### src/rtl/ysyx_22040125_lsu_pkg.sv
// Shared constants and types for the load/store unit.
package ysyx_22040125_lsu_pkg;

    // RV64 load/store funct3 encodings
    localparam logic [2:0] F3_B  = 3'b000;
    localparam logic [2:0] F3_H  = 3'b001;
    localparam logic [2:0] F3_W  = 3'b010;
    localparam logic [2:0] F3_D  = 3'b011;
    localparam logic [2:0] F3_BU = 3'b100;
    localparam logic [2:0] F3_HU = 3'b101;
    localparam logic [2:0] F3_WU = 3'b110;

    // Response error codes
    localparam logic [1:0] ERR_OK       = 2'b00;
    localparam logic [1:0] ERR_MISALIGN = 2'b01;
    localparam logic [1:0] ERR_ILLEGAL  = 2'b10;

    // One-hot load controls toward the data RAM; all zero means ld
    localparam logic [5:0] L_LB  = 6'b100000;
    localparam logic [5:0] L_LBU = 6'b010000;
    localparam logic [5:0] L_LH  = 6'b001000;
    localparam logic [5:0] L_LHU = 6'b000100;
    localparam logic [5:0] L_LW  = 6'b000010;
    localparam logic [5:0] L_LWU = 6'b000001;
    localparam logic [5:0] L_LD  = 6'b000000;

    // One-hot store controls toward the data RAM; all zero means sd
    localparam logic [2:0] S_SB = 3'b100;
    localparam logic [2:0] S_SH = 3'b010;
    localparam logic [2:0] S_SW = 3'b001;
    localparam logic [2:0] S_SD = 3'b000;

    typedef enum logic {
        IDLE = 1'b0,
        RESP = 1'b1
    } lsu_state_e;

endpackage

### src/rtl/ysyx_22040125_lsu_decode.sv
// Combinational decode of an LSU op into RAM size controls and an error code.
// Size controls are forced to zero whenever the op faults.
module ysyx_22040125_lsu_decode
    import ysyx_22040125_lsu_pkg::*;
(
    input  logic       load,
    input  logic       store,
    input  logic [2:0] funct3,
    input  logic [2:0] addr_lo,
    output logic [5:0] l_bhw,
    output logic [2:0] s_bhwd,
    output logic [1:0] err
);

    logic illegal;
    logic misalign;
    logic [5:0] l_raw;
    logic [2:0] s_raw;

    // Decode funct3 and alignment; illegal wins over misaligned
    always_comb begin
        l_raw    = L_LD;
        s_raw    = S_SD;
        illegal  = 1'b0;
        misalign = 1'b0;
        if (load == store) begin
            illegal = 1'b1;
        end else if (load) begin
            case (funct3)
                F3_B:  l_raw = L_LB;
                F3_BU: l_raw = L_LBU;
                F3_H: begin
                    l_raw    = L_LH;
                    misalign = addr_lo[0];
                end
                F3_HU: begin
                    l_raw    = L_LHU;
                    misalign = addr_lo[0];
                end
                F3_W: begin
                    l_raw    = L_LW;
                    misalign = (addr_lo[1:0] != 2'b00);
                end
                F3_WU: begin
                    l_raw    = L_LWU;
                    misalign = (addr_lo[1:0] != 2'b00);
                end
                F3_D: begin
                    l_raw    = L_LD;
                    misalign = (addr_lo != 3'b000);
                end
                default: illegal = 1'b1;
            endcase
        end else begin
            case (funct3)
                F3_B: s_raw = S_SB;
                F3_H: begin
                    s_raw    = S_SH;
                    misalign = addr_lo[0];
                end
                F3_W: begin
                    s_raw    = S_SW;
                    misalign = (addr_lo[1:0] != 2'b00);
                end
                F3_D: begin
                    s_raw    = S_SD;
                    misalign = (addr_lo != 3'b000);
                end
                default: illegal = 1'b1;
            endcase
        end

        if (illegal) begin
            err    = ERR_ILLEGAL;
            l_bhw  = 6'b0;
            s_bhwd = 3'b0;
        end else if (misalign) begin
            err    = ERR_MISALIGN;
            l_bhw  = 6'b0;
            s_bhwd = 3'b0;
        end else begin
            err    = ERR_OK;
            l_bhw  = load  ? l_raw : 6'b0;
            s_bhwd = store ? s_raw : 3'b0;
        end
    end

endmodule

### src/rtl/ysyx_22040125_lsu.sv
// Load/store unit: one op per req handshake, RAM controls driven in the
// accept cycle, response held in RESP until writeback takes it.
module ysyx_22040125_lsu
    import ysyx_22040125_lsu_pkg::*;
#(
    parameter int AW = 32,
    parameter int DW = 64
) (
    input  logic          clk,
    input  logic          rst,
    input  logic          req_valid,
    output logic          req_ready,
    input  logic          req_load,
    input  logic          req_store,
    input  logic [2:0]    req_funct3,
    input  logic [AW-1:0] req_addr,
    input  logic [DW-1:0] req_wdata,
    input  logic [4:0]    req_rd,
    output logic          resp_valid,
    input  logic          resp_ready,
    output logic [DW-1:0] resp_data,
    output logic [4:0]    resp_rd,
    output logic          resp_wb,
    output logic [1:0]    resp_err,
    output logic [AW-1:0] ram_addr,
    output logic [DW-1:0] ram_wdata,
    output logic [5:0]    ram_l_bhw,
    output logic [2:0]    ram_s_bhwd,
    output logic          ram_wen,
    output logic          ram_ren,
    input  logic [DW-1:0] ram_rdata
);

    lsu_state_e state_q;
    lsu_state_e state_d;

    logic [5:0] dec_l_bhw;
    logic [2:0] dec_s_bhwd;
    logic [1:0] dec_err;
    logic       dec_ok;
    logic       acc;

    logic [4:0] rd_p1;
    logic [1:0] err_p1;
    logic       load_p1;
    logic       wb_p1;

    ysyx_22040125_lsu_decode u_decode (
        .load    (req_load),
        .store   (req_store),
        .funct3  (req_funct3),
        .addr_lo (req_addr[2:0]),
        .l_bhw   (dec_l_bhw),
        .s_bhwd  (dec_s_bhwd),
        .err     (dec_err)
    );

    assign dec_ok    = (dec_err == ERR_OK);
    assign req_ready = ~rst & ((state_q == IDLE) | ((state_q == RESP) & resp_ready));
    assign acc       = req_valid & req_ready;

    // RAM controls come straight from the request so the RAM samples them at the accept edge
    always_comb begin
        ram_addr   = req_addr;
        ram_wdata  = req_wdata;
        ram_ren    = 1'b0;
        ram_wen    = 1'b0;
        ram_l_bhw  = 6'b0;
        ram_s_bhwd = 3'b0;
        if (acc && dec_ok) begin
            ram_ren    = req_load;
            ram_wen    = req_store;
            ram_l_bhw  = dec_l_bhw;
            ram_s_bhwd = dec_s_bhwd;
        end
    end

    // Next state: enter or stay in RESP on accept, drain to IDLE once the response is taken
    always_comb begin
        state_d = state_q;
        case (state_q)
            IDLE: if (acc) state_d = RESP;
            RESP: if (resp_ready) state_d = acc ? RESP : IDLE;
            default: state_d = IDLE;
        endcase
    end

    // State and response metadata; reset drops any pending response
    always_ff @(posedge clk) begin
        if (rst) begin
            state_q <= IDLE;
            rd_p1   <= 5'd0;
            err_p1  <= ERR_OK;
            load_p1 <= 1'b0;
            wb_p1   <= 1'b0;
        end else begin
            state_q <= state_d;
            if (acc) begin
                rd_p1   <= req_rd;
                err_p1  <= dec_err;
                load_p1 <= req_load & ~req_store;
                wb_p1   <= req_load & dec_ok;
            end
        end
    end

    // ---- response stage: RAM holds its read data, so it is forwarded, not stored
    assign resp_valid = (state_q == RESP);
    assign resp_rd    = rd_p1;
    assign resp_err   = err_p1;
    assign resp_wb    = wb_p1;
    assign resp_data  = (resp_valid && load_p1 && (err_p1 == ERR_OK)) ? ram_rdata : '0;

endmodule

### config.mk
export PLATFORM = sky130hd
export DESIGN_NAME = ysyx_22040125_lsu
export DESIGN_NICKNAME = d
export VERILOG_FILES = /design/src/rtl/ysyx_22040125_lsu_pkg.sv /design/src/rtl/ysyx_22040125_lsu_decode.sv /design/src/rtl/ysyx_22040125_lsu.sv
export SDC_FILE = /design/constraint.sdc
export NUM_CORES = 1
export LEC_CHECK = 0
export ABC_AREA = 1
export CAP_MARGIN = 20
export CORE_AREA = 8 8 131 133
export CTS_CLUSTER_DIAMETER = 150
export DETAILED_ROUTE_END_ITERATION = 7
export DIE_AREA = 0 0 139 141
export SLEW_MARGIN = 20
export SYNTH_ARGS = -nofsm -noshare
export SYNTH_HDL_FRONTEND = slang
export SYNTH_HIERARCHICAL = 1
export SYNTH_SLANG_ARGS = --single-unit
export TNS_END_PERCENT = 1
### constraint.sdc
create_clock -name clk -period 4.95 [get_ports clk]
set_input_delay 0.99 -clock clk [delete_from_list [all_inputs] [get_ports clk]]
set_output_delay 0.99 -clock clk [all_outputs]
set_load 0.02 [all_outputs]
==> results of run 1 <==
logic make-up (layout without fill, tap and decap cells):
group	after synthesis	after routing
fa+ha+maj	4	4
simple gates	149	149
compound gates	5	5
flops	10	10
buf+inv	197	264
per-stage QoR:
stage	hold WS [ns]	cell area [um2]
2_1_floorplan	0.450	2100
3_3_place_gp	0.455	3240
3_5_place_dp	0.462	3240
4_1_cts	0.468	3320
5_1_grt	0.495	3320
6_report	0.462	3320
report_power, final:
| part | switching [W] | internal, W | leakage, nW |
|---|---|---|---|
| clock network | 0.0000411 | 0.000105 | 0.0370 |
| logic | 0.0000675 | 0.0000879 | 1.44 |
| registers | 0.00000310 | 0.0000859 | 0.0823 |
cells in the final DEF, fill, tap and decap left out:
master and instances:
nor2_8 1, inv_1 87, a21oi_1 3, nand2_1 32
nand2_4 3, clkdlybuf4s50_1 168, dfxtp_1 10, nor2_1 80
o21ai_0 2, inv_4 3, nor2_2 4, nand3_2 2
buf_4 1, nand3_4 2, or2_4 1, clkbuf_16 3
nand2_2 5, ha_1 4, inv_2 2, nor3_1 6
nand3_1 13
routing by layer:
metal | global-route usage, % | up-vias | wire (um)
li1 | - | 1066 | -
met1 | 9.48 | 864 | 3840
met2 | 12.7 | 228 | 3790
met3 | 7.36 | 17 | 1660
met4 | 2.20 | 2 | 145
met5 | 3.93 | - | 31
worst paths after layout:
kind                                           endpoint  depth (start not counted)
worst max register to register     resp_wb$_SDFFE_PP0P_                          4
worst min register to register  resp_rd[0]$_SDFFE_PP0P_                          2
worst min-delay path            resp_rd[0]$_SDFFE_PP0P_                          2
worst max-delay path                            ram_wen                         13
flip-flops by register name, indices dropped and copies added, names as in the netlist:
register / count
load_p1: 1
resp_err: 2
resp_rd: 5
resp_valid: 1
resp_wb: 1
critical path: cells and delay by family:
kind	cells	cell delay, ns
fa+ha+maj	1	0.26
simple gates	8	0.77
buf+inv	4	1.29
area by class of cell:
class / count / area [um2]
Fill cell: 1689 / 11700
Timing Repair Buffer: 169 / 1690
Multi-Input combinational cell: 158 / 764
Inverter: 92 / 353
Tap cell: 188 / 235
Sequential cell: 10 / 200
Clock buffer: 3 / 75.1
==> results.tsv, run 1 <==
metric	value	unit
DRT antenna net count	0	
status	complete, no violations	
mux contribution to synthesized area	0	%
crit path max fanout	10	
Top Ports	355	
Starting Density	14.0	%
Worst Setup Slack post-DPL	0.628	ns
TritonRoute pass-1 iters	4	
die area	19600	um2
VDD IR max	0.122	mV
antenna fix cells	0	
Yosys reg bits	10	
Post-Syn Nets	543	
final setup fails	0	
max_slew headroom	57.5	%
hold buffers post-CTS	0	
RSZ-0062 raised after global routing	no	
LEAKAGE	1.56	nW
Post-synth ARST share	0	%
final core occ	22.1	%
Simple-Gate Fraction of Synth Area	32.9	%
clk buf depth	2	
core area	15000	um2
largest net degree at the start of global routing	65	
Crit path required time	3.96	ns
CTS tree	done	
Final Non-Filler Cells	620	
Clock transition at path regs	0.04	ns
most instantiated cells after synthesis	buf_4 (97), inv_1 (87), nor2_1 (80)	
post-synthesis sequential area ratio	9.54	%
die height	141	um
Hold Path Class	flop to flop	
final wirelength	9480	um
Synth Area in Adders	2.39	%
Worst-Margin Slew	0.637	ns
IO buf count	168	
die width	139	um
Power Density	118	nW/um2
final slew viol count	0	
Worst EP arrival	3.32	ns
drt wl/cell	15.3	um
Synth Flop Type	dfxtp_1	
MaxCap Viol Count	0	
Yosys top cell area share	34.7	%
vias in the first global route	2131	
top cell type by total area after synthesis	buf_4	
post-route setup slack	0.640	ns
first-pass GRT wire length	13400	um
Worst R2R Setup Slack	3.84	ns
total power	0.000391	W
achievable frequency	232	MHz
number of setup buffers added after CTS	0	
nets	612	
Post-synth EDFFs	0	
minimum clock period	4.31	ns
Hold Fails Final Rpt	0	
reg2reg start	resp_valid$_SDFF_PP0_	
CTS sink count	10	
clk_lat worst skew	0.24	ns
layout cells sized above 1	6.25	%
H-tree levels	1	
synth warn	6	
Yosys cell types	21	
worst path cell trace	clkdlybuf4s50_1 > inv_1 > ha_1 > nand2_2 > nand2_1 > nand2_2 > nand3_4 > nand2_4 > nor2_1 > inv_1 > nand3_4 > nor2_1 > clkdlybuf4s50_1	
Area Growth Syn to Fin	58.1	%
largest cells by area after synthesis	buf_4 (35%), inv_1 (16%), nor2_1 (14%)	
placed insts	617	
top-count cell post-synth	buf_4	
Post-Synthesis Cells	365	
TritonCTS buffer count	3	
post-synthesis xor/xnor area fraction	0	%
post-CTS resize count	0	
period utilization	87.1	%
root buf cell	clkbuf_16	
aggregate global routing overflow	0	
gr usage total	8.87	%
RD Place Congestion	0.862	
post-DP HPWL	8170	um
crit path launch type	input port	
via count	2177	
DRC errors left	0	
Crit path largest cell delay	0.62	ns
slowest library cell on the worst path	clkdlybuf4s50_1	
Synth Area in Compound Gates	1.19	%
Core Rows	45	
HP Start	resp_rd[0]$_SDFFE_PP0P_	
CP endpoint kind	primary output	
largest family of logic cells by synthesized area	buffers and inverters	
crit path launch	req_funct3[0]	
clock skew	0.000929	ns
Avg Cell Area, Syn	5.75	um2
critical path class	input port to primary output	
initial antenna violation count	0	
via/cell ratio	3.51	
mapped cell area	2100	um2
TNS Setup	0	ns
Initial DRC Count	57	
Note: power is estimated with default switching activity, not from simulation.
==> inputs of run 2 (changes only) <==
--- a/config.mk
+++ b/config.mk
@@ -11,7 +11,7 @@
 export CTS_CLUSTER_DIAMETER = 150
 export DETAILED_ROUTE_END_ITERATION = 7
 export DIE_AREA = 0 0 139 141
-export SLEW_MARGIN = 20
+export SLEW_MARGIN = 5
 export SYNTH_ARGS = -nofsm -noshare
 export SYNTH_HDL_FRONTEND = slang
 export SYNTH_HIERARCHICAL = 1
==> results of run 2 <==
The final DEF is identical to that of run 1; final timing and power are the same.
